<file path="src/rtl/rf_wr_arbiter_pkg.sv">
// Shared constants, FSM state type and round-robin helper for the
// register-file write-port arbiter.
package noobs_rf_pkg;

  localparam int REG_W    = 8;
  localparam int SEL_W    = 2;
  localparam int NUM_REGS = 4;

  typedef enum logic {
    ARB    = 1'b0,
    LOCKED = 1'b1
  } arb_state_e;

  // Distance of requester idx from the round-robin pointer, modulo n.
  function automatic int rr_dist(input int idx, input int ptr, input int n);
    if (idx >= ptr) begin
      return idx - ptr;
    end else begin
      return idx + n - ptr;
    end
  endfunction

endpackage

</file>
<file path="src/rtl/rf_wr_arbiter_if.sv">
// Requester handshake and register-file write bus of the write-port arbiter.
interface rf_wr_arbiter_if
  import noobs_rf_pkg::*;
#(
  parameter int NUM_REQ = 3,
  parameter int IDX_W   = 3
);

  logic [NUM_REQ-1:0]       req_valid;
  logic [NUM_REQ-1:0]       req_lock;
  logic [SEL_W*NUM_REQ-1:0] req_sel;
  logic [REG_W*NUM_REQ-1:0] req_data;
  logic [NUM_REQ-1:0]       req_ready;
  logic                     wr_en;
  logic [SEL_W-1:0]         wr_sel;
  logic [REG_W-1:0]         wr_data;
  logic                     lock_active;
  logic [IDX_W-1:0]         lock_owner;

  modport master (
    output req_valid, req_lock, req_sel, req_data,
    input  req_ready, wr_en, wr_sel, wr_data, lock_active, lock_owner
  );

  modport slave (
    input  req_valid, req_lock, req_sel, req_data,
    output req_ready, wr_en, wr_sel, wr_data, lock_active, lock_owner
  );

endinterface

</file>
<file path="src/rtl/rf_wr_arbiter_rr_pick.sv">
// Combinational round-robin picker: first set request at or after ptr,
// wrapping modulo NUM_REQ.
module rr_pick
  import noobs_rf_pkg::*;
#(
  parameter int NUM_REQ = 3,
  parameter int IDX_W   = 3
) (
  input  logic [NUM_REQ-1:0] req,
  input  logic [IDX_W-1:0]   ptr,
  output logic [NUM_REQ-1:0] gnt,
  output logic [IDX_W-1:0]   gnt_idx,
  output logic               gnt_any
);

  // Scan distances 0..NUM_REQ-1 from ptr and take the first hit.
  always_comb begin
    gnt     = '0;
    gnt_idx = '0;
    gnt_any = 1'b0;
    for (int k = 0; k < NUM_REQ; k++) begin
      for (int i = 0; i < NUM_REQ; i++) begin
        if (!gnt_any && req[i] && (rr_dist(i, int'(ptr), NUM_REQ) == k)) begin
          gnt[i]  = 1'b1;
          gnt_idx = IDX_W'(i);
          gnt_any = 1'b1;
        end else begin
          gnt_any = gnt_any;
        end
      end
    end
  end

endmodule

</file>
<file path="src/rtl/rf_wr_arbiter.sv">
// Round-robin arbiter sharing the register file's single write port, with a
// bounded lock for back-to-back writes from one source and a registered output.
module rf_wr_arbiter
  import noobs_rf_pkg::*;
#(
  parameter int NUM_REQ  = 3,
  parameter int MAX_LOCK = 4,
  parameter int IDX_W    = 3
) (
  input logic            clk,
  input logic            reset,
  rf_wr_arbiter_if.slave bus
);

  localparam int CNT_W = $clog2(MAX_LOCK + 1) + 1;

  arb_state_e         state_r, state_s;
  logic [IDX_W-1:0]   rr_ptr_r, rr_ptr_s;
  logic [IDX_W-1:0]   owner_r, owner_s;
  logic [CNT_W-1:0]   cnt_r, cnt_s;
  logic [NUM_REQ-1:0] pick_gnt_s;
  logic [IDX_W-1:0]   pick_idx_s;
  logic               pick_any_s;
  logic [NUM_REQ-1:0] owner_oh_s;
  logic               owner_valid_s;
  logic               owner_lock_s;
  logic               leave_s;
  logic [NUM_REQ-1:0] ready_s;
  logic               fire_s;
  logic [SEL_W-1:0]   sel_mux_s;
  logic [REG_W-1:0]   data_mux_s;
  logic               wr_en_r;
  logic [SEL_W-1:0]   wr_sel_r;
  logic [REG_W-1:0]   wr_data_r;

  function automatic logic [IDX_W-1:0] next_ptr(input logic [IDX_W-1:0] idx);
    if (int'(idx) + 1 >= NUM_REQ) begin
      return '0;
    end else begin
      return idx + 1'b1;
    end
  endfunction

  rr_pick #(
    .NUM_REQ (NUM_REQ),
    .IDX_W   (IDX_W)
  ) u_pick (
    .req     (bus.req_valid),
    .ptr     (rr_ptr_r),
    .gnt     (pick_gnt_s),
    .gnt_idx (pick_idx_s),
    .gnt_any (pick_any_s)
  );

  // Decode the lock owner and its request/lock bits.
  always_comb begin
    owner_oh_s = '0;
    for (int i = 0; i < NUM_REQ; i++) begin
      owner_oh_s[i] = (IDX_W'(i) == owner_r);
    end
    owner_valid_s = |(owner_oh_s & bus.req_valid);
    owner_lock_s  = |(owner_oh_s & bus.req_lock);
  end

  // Grant selection and next-state logic for the ARB/LOCKED FSM.
  always_comb begin
    ready_s  = '0;
    leave_s  = 1'b0;
    state_s  = state_r;
    rr_ptr_s = rr_ptr_r;
    owner_s  = owner_r;
    cnt_s    = cnt_r;
    if (reset) begin
      ready_s = '0;
    end else begin
      case (state_r)
        ARB: begin
          ready_s = pick_gnt_s;
          if (pick_any_s) begin
            rr_ptr_s = next_ptr(pick_idx_s);
            if ((|(pick_gnt_s & bus.req_lock)) && (MAX_LOCK > 1)) begin
              state_s = LOCKED;
              owner_s = pick_idx_s;
              cnt_s   = CNT_W'(1);
            end else begin
              state_s = ARB;
            end
          end else begin
            rr_ptr_s = rr_ptr_r;
          end
        end
        LOCKED: begin
          ready_s = owner_oh_s & bus.req_valid;
          // cnt_r+1 is the grant count including this one; release when the
          // next count would reach MAX_LOCK.
          if (owner_valid_s) begin
            cnt_s   = cnt_r + 1'b1;
            leave_s = !owner_lock_s || (int'(cnt_r) + 2 >= MAX_LOCK);
          end else begin
            leave_s = !owner_lock_s;
          end
          if (leave_s) begin
            state_s  = ARB;
            rr_ptr_s = next_ptr(owner_r);
            cnt_s    = '0;
            owner_s  = '0;
          end else begin
            state_s = LOCKED;
          end
        end
        default: begin
          state_s  = ARB;
          rr_ptr_s = '0;
          owner_s  = '0;
          cnt_s    = '0;
        end
      endcase
    end
  end

  assign fire_s = |ready_s;

  // AND-OR mux of the granted requester's select and data.
  always_comb begin
    sel_mux_s  = '0;
    data_mux_s = '0;
    for (int i = 0; i < NUM_REQ; i++) begin
      sel_mux_s  = sel_mux_s  | (bus.req_sel[SEL_W*i +: SEL_W]  & {SEL_W{ready_s[i]}});
      data_mux_s = data_mux_s | (bus.req_data[REG_W*i +: REG_W] & {REG_W{ready_s[i]}});
    end
  end

  // State, pointer, lock counter and registered write-port outputs.
  always_ff @(posedge clk) begin
    if (reset) begin
      state_r   <= ARB;
      rr_ptr_r  <= '0;
      owner_r   <= '0;
      cnt_r     <= '0;
      wr_en_r   <= 1'b0;
      wr_sel_r  <= '0;
      wr_data_r <= '0;
    end else begin
      state_r   <= state_s;
      rr_ptr_r  <= rr_ptr_s;
      owner_r   <= owner_s;
      cnt_r     <= cnt_s;
      wr_en_r   <= fire_s;
      wr_sel_r  <= sel_mux_s;
      wr_data_r <= data_mux_s;
    end
  end

  assign bus.req_ready   = ready_s;
  assign bus.wr_en       = wr_en_r;
  assign bus.wr_sel      = wr_sel_r;
  assign bus.wr_data     = wr_data_r;
  assign bus.lock_active = (state_r == LOCKED);
  assign bus.lock_owner  = owner_r;

endmodule

</file>
<file path="src/flat_wrapper.sv">
// flat-port wrapper written by rule: the top's interface ports become plain ports
module rf_wr_arbiter_flat import noobs_rf_pkg::*;
#(
  parameter int NUM_REQ  = 3,
  parameter int MAX_LOCK = 4,
  parameter int IDX_W    = 3
)
  (clk, reset, bus_req_valid, bus_req_lock, bus_req_sel, bus_req_data, bus_req_ready, bus_wr_en, bus_wr_sel, bus_wr_data, bus_lock_active, bus_lock_owner);
  rf_wr_arbiter_if #(.NUM_REQ(NUM_REQ), .IDX_W(IDX_W)) bus_i ();
  input logic clk;
  input logic reset;
  input wire logic [$bits(bus_i.req_valid)-1:0] bus_req_valid;
  input wire logic [$bits(bus_i.req_lock)-1:0] bus_req_lock;
  input wire logic [$bits(bus_i.req_sel)-1:0] bus_req_sel;
  input wire logic [$bits(bus_i.req_data)-1:0] bus_req_data;
  output wire logic [$bits(bus_i.req_ready)-1:0] bus_req_ready;
  output wire logic [$bits(bus_i.wr_en)-1:0] bus_wr_en;
  output wire logic [$bits(bus_i.wr_sel)-1:0] bus_wr_sel;
  output wire logic [$bits(bus_i.wr_data)-1:0] bus_wr_data;
  output wire logic [$bits(bus_i.lock_active)-1:0] bus_lock_active;
  output wire logic [$bits(bus_i.lock_owner)-1:0] bus_lock_owner;
  assign bus_i.req_valid = bus_req_valid;
  assign bus_i.req_lock = bus_req_lock;
  assign bus_i.req_sel = bus_req_sel;
  assign bus_i.req_data = bus_req_data;
  assign bus_req_ready = bus_i.req_ready;
  assign bus_wr_en = bus_i.wr_en;
  assign bus_wr_sel = bus_i.wr_sel;
  assign bus_wr_data = bus_i.wr_data;
  assign bus_lock_active = bus_i.lock_active;
  assign bus_lock_owner = bus_i.lock_owner;
  rf_wr_arbiter #(.NUM_REQ(NUM_REQ), .MAX_LOCK(MAX_LOCK), .IDX_W(IDX_W)) u_core (.clk(clk), .reset(reset), .bus(bus_i));
endmodule
</file>
<file path="config.mk">
export PLATFORM = sky130hd
export DESIGN_NAME = rf_wr_arbiter_flat
export DESIGN_NICKNAME = d
export VERILOG_FILES = /design/src/rtl/rf_wr_arbiter_pkg.sv /design/src/rtl/rf_wr_arbiter_if.sv /design/src/rtl/rf_wr_arbiter_rr_pick.sv /design/src/rtl/rf_wr_arbiter.sv /design/src/flat_wrapper.sv
export SDC_FILE = /design/constraint.sdc
export NUM_CORES = 1
export LEC_CHECK = 0
export CAP_MARGIN = 30
export CORE_ASPECT_RATIO = 0.9
export CORE_MARGIN = 5
export CORE_UTILIZATION = 45
export CTS_CLUSTER_DIAMETER = 100
export DETAILED_ROUTE_END_ITERATION = 12
export HOLD_SLACK_MARGIN = 0.06
export PLACE_DENSITY = 0.79
export SETUP_SLACK_MARGIN = 0.4
export SLEW_MARGIN = 20
export SYNTH_ARGS = -nofsm -noshare
export SYNTH_HDL_FRONTEND = slang
export SYNTH_HIERARCHICAL = 1
export SYNTH_SLANG_ARGS = --single-unit
export TNS_END_PERCENT = 5
</file>
<file path="constraint.sdc">
create_clock -name clk -period 8.1 [get_ports clk]
set_clock_uncertainty 0.15 [all_clocks]
set_input_delay 0.81 -clock clk [delete_from_list [all_inputs] [get_ports clk]]
set_output_delay 0.81 -clock clk [all_outputs]
set_load 0.02 [all_outputs]
</file>
==> flow_summary_export.csv <==
group,metric,value,unit
floorplan,initial_core_util,0.461,
grt,grt_pass1_vias,1584,
clock_tree,cts_hold_buf,0,
timing,finalSetupViolCount,0,
logic_synthesis,async_flop_share,0,
detailed_routing,vias,1725,
logic_synthesis,synth_xor_area_frac,0.0155,
detailed_routing,drt_iter0_drc,85,
critical_path,r2r_slack,4.39,ns
clock_tree,clock_latency,0.26,ns
worst_hold_path,whs_path_depth,2,
timing,grt_setup_unrepaired,"no",
logic_synthesis,ys.flop_type,"dfxtp_1",
logic_synthesis,synth_compound_area_frac,0.256,
logic_synthesis,seq_area_frac_synth,0.260,
logic_synthesis,syn_area_per_cell,8.79,µm²
power,p_total,0.650,mW
grt,grt_max_degree,19,
floorplan,rows,21,
logic_synthesis,syn_nets,250,
logic_synthesis,synth_top_family_by_area,"compound AO/OA/AOI/OAI gates",
detailed_routing,wl_per_cell,15.8,µm
timing,tns,0,ns
critical_path,critPathBufInv,2,
detailed_routing,drt_pass1_iterations,5,
worst_hold_path,holdPathEnd,"u_core/cnt_r[3]",
run,drv_cap,0,
placed_design,port_buffers,55,
logic_synthesis,syn-cell-area,1700,µm²
logic_synthesis,synth-edff-count,0,
logic_synthesis,netlist_instances,193,
power,ir_drop,0.121,mV
clock_tree,clock-sinks,22,
logic_synthesis,synth_fa_ha_area_frac,0.140,
critical_path,start_kind,"register",
critical_path,reg2reg_to,"u_core/rr_ptr_r[0]",
timing,finalHoldViolCount,0,
detailed_routing,postRouteWirelength,4610,µm
logic_synthesis,yosysWarnings,6,
clock_tree,post_cts_buffers,0,
clock_tree,cts.clk_slew.worst_paths,0.08,ns
timing,max_freq,197,MHz
worst_hold_path,hold_start,"u_core/cnt_r[3]",
floorplan,die_h,68.3,µm
detailed_routing,avgViaCountPerCell,5.91,
final_layout,diodes,0,
clock_tree,root_buffer,"clkbuf_8",
detailed_routing,final_antenna_net_count,0,
logic_synthesis,yosys.area_share.simple,0.221,
clock_tree,cts_tree,"yes",
final_layout,area_growth,38.6,%
floorplan,die-area,5100,µm²
timing,slew_headroom,0.480,
outcome,status,"complete, no violations",
clock_tree,cts_buffer_depth,2,
grt,track_usage,0.181,
critical_path,path_cells,"inv_1, ha_1, ha_1, nor2_1, mux2i_1, nand4b_1, a22oi_1, o32ai_1, a32oi_1, nor2_1, clkdlybuf4s50_1",
detailed_routing,drc,0,
timing,slew_violations,0,
logic_synthesis,yosys-mux-area-fraction,0.0361,
critical_path,arrival,4.12,ns
critical_path,endpoint_kind,"output pin",
clock_tree,cts.repair.resized,0,
placed_design,gp_congestion,0.875,
critical_path,worstRegToRegCells,14,
critical_path,critPathTopFamily,"simple AND/OR/NAND/NOR gates",
floorplan,io_pins,56,
floorplan,core,3680,µm²
final_layout,nets,304,
critical_path,crit_type,"register to output pin",
worst_hold_path,hold_path_class,"register to register",
power,power_density,276,nW/µm²
timing,fin_crit_sh,0.627,
timing,tightest_slew,0.777,ns
critical_path,max_stage_delay,0.74,ns
logic_synthesis,synth-seq-cells,22,
grt,antenna_found_initial,0,
clock_tree,ctsHtreeMaxLevel,1,
final_layout,final_layout_size_suffix_gt1_frac,0.0854,
floorplan,fp.dieW,74.7,µm
placed_design,hpwl,3500,µm
clock_tree,cts_made_buffers,3,
critical_path,path_max_fanout,12,
critical_path,cp_slowest_cell,"clkdlybuf4s50_1",
critical_path,crit_required,7.14,ns
logic_synthesis,ys_types,57,
grt,overflow,0,
power,p_leak,0.988,nW
critical_path,r2r_start,"u_core/rr_ptr_r[1]",
timing,post-route-min-period,5.08,ns
grt,grt_pass1_wl,7250,µm
-- layout by cell type (no fill, tap or decap), drive strengths merged, types with 2 or more instances in the layout --
cell type / synthesis / routed
a32oi: 3 / 3
a31oi: 2 / 2
or2b: 3 / 3
nor2: 13 / 13
o21bai: 4 / 4
buf: 5 / 2
clkdlybuf4s50: 0 / 55
mux2i: 5 / 5
or3: 2 / 2
nor4: 6 / 6
ha: 19 / 19
nand2b: 4 / 4
dfxtp: 22 / 22
and2: 2 / 2
nand2: 6 / 6
a21oi: 7 / 7
nand4: 3 / 3
nand4b: 2 / 2
o21ai: 4 / 4
nor2b: 5 / 5
a21boi: 3 / 3
a222oi: 13 / 13
nor3b: 3 / 3
xor2: 3 / 3
inv: 21 / 21
nand3b: 2 / 2
nand3: 5 / 5
o41ai: 2 / 2
o32ai: 4 / 4
clkbuf: 3 / 3
or3b: 2 / 2
-- kinds of logic (layout without fill, tap and decap cells) --
kind of cell               count (synthesis)  count (layout)
xor gates and xnor gates                   3               3
DFF                                       22              22
buffers and inverters                     29              82
muxes                                      6               6
AOI/OAI and AO/OA                         52              52
other                                      1               1
adders and majority gates                 19              19
and+or+nand+nor                           61              61
-- state kept, by name (all words and copies together), names as in the netlist --
register and count:
u_core/bus.lock_owner 3, u_core/bus.wr_sel 2, u_core/bus.wr_data 8, u_core/rr_ptr_r 3
u_core/bus.wr_en 1, u_core/bus.lock_active 1, u_core/cnt_r 4
-- worst register-to-register path, cell delays in order, from the launching register on --
cell and delay (ns):
dfxtp_1 0.51, inv_1 0.19, ha_1 0.33, ha_1 0.23, nor2_1 0.19, mux2i_1 0.29, nand4b_1 0.20, a22oi_1 0.14
o32ai_1 0.53, ha_1 0.28, nor2_1 0.04, a21oi_1 0.17, nor4_1 0.07, o21bai_1 0.17, mux2i_1 0.09
-- stage by stage --
stage	cells	cell area (µm²)	worst slack (ns)	hold slack, ns	util
global route	292	2350	2.65	0.459	0.639
detailed placement	288	2280	3.33	0.422	0.620
global placement	288	2280	3.40	0.410	0.620
CTS	292	2350	3.03	0.441	0.639
floorplan	193	1700	4.64	0.390	-
finish	292	2350	3.02	0.441	0.639
-- layout make-up --
type | count | area, µm²
Sequential cell | 22 | 440
Clock buffer | 3 | 41.3
Timing Repair Buffer | 57 | 566
Inverter | 21 | 78.8
Clock inverter | 1 | 30.0
Multi-Input combinational cell | 142 | 1140
Tap cell | 46 | 57.6
Fill cell | 339 | 1330
-- Yosys cell counts (3+ instances only) --
master    instances  area share
a21oi_1           6       0.018
a222oi_1         13       0.077
a32oi_1           3       0.015
buf_2             4       0.012
clkbuf_1          3      0.0066
dfxtp_1          22        0.26
ha_1             19        0.14
inv_1            19       0.042
mux2i_1           5       0.029
nand2_1           5       0.011
nand2b_1          4       0.015
nand3_1           4       0.012
nand4_1           3       0.011
nor2_1           13       0.029
nor2b_1           5       0.018
nor3b_1           3       0.013
nor4_1            5       0.018
o21bai_1          3       0.013
o32ai_1           4       0.021
xor2_1            3       0.015
-- power by group --
group | internal (mW) | switching [mW]
clock network | 0.0660 | 0.0369
registers | 0.138 | 0.0282
logic | 0.179 | 0.202
-- metal layers --
metal  track usage  wire, µm  vias to the layer above  share of wire
met1         0.232      2020                      806           0.44
met2         0.310      2070                       78           0.45
met4        0.0400        44                        0         0.0096
met5             0         0                        -              0
met3        0.0411       480                        4           0.10
li1              -         -                      837              -
-- worst max path at each step --
| stage | from | end | slack, ns | cells past startpoint |
|---|---|---|---|---|
| detailed placement | u_core/rr_ptr_r[1] | bus_req_ready[2] | 3.33 | 11 |
| global route | u_core/rr_ptr_r[1] | bus_req_ready[2] | 2.65 | 11 |
| finish | u_core/rr_ptr_r[1] | bus_req_ready[2] | 3.02 | 11 |
| floorplan | u_core/rr_ptr_r[1] | bus_req_ready[2] | 4.64 | 11 |
| CTS | u_core/rr_ptr_r[1] | bus_req_ready[2] | 3.03 | 11 |
| global placement | bus_req_valid[2] | bus_req_ready[1] | 3.40 | 9 |
(Power assumes the default switching activity.)
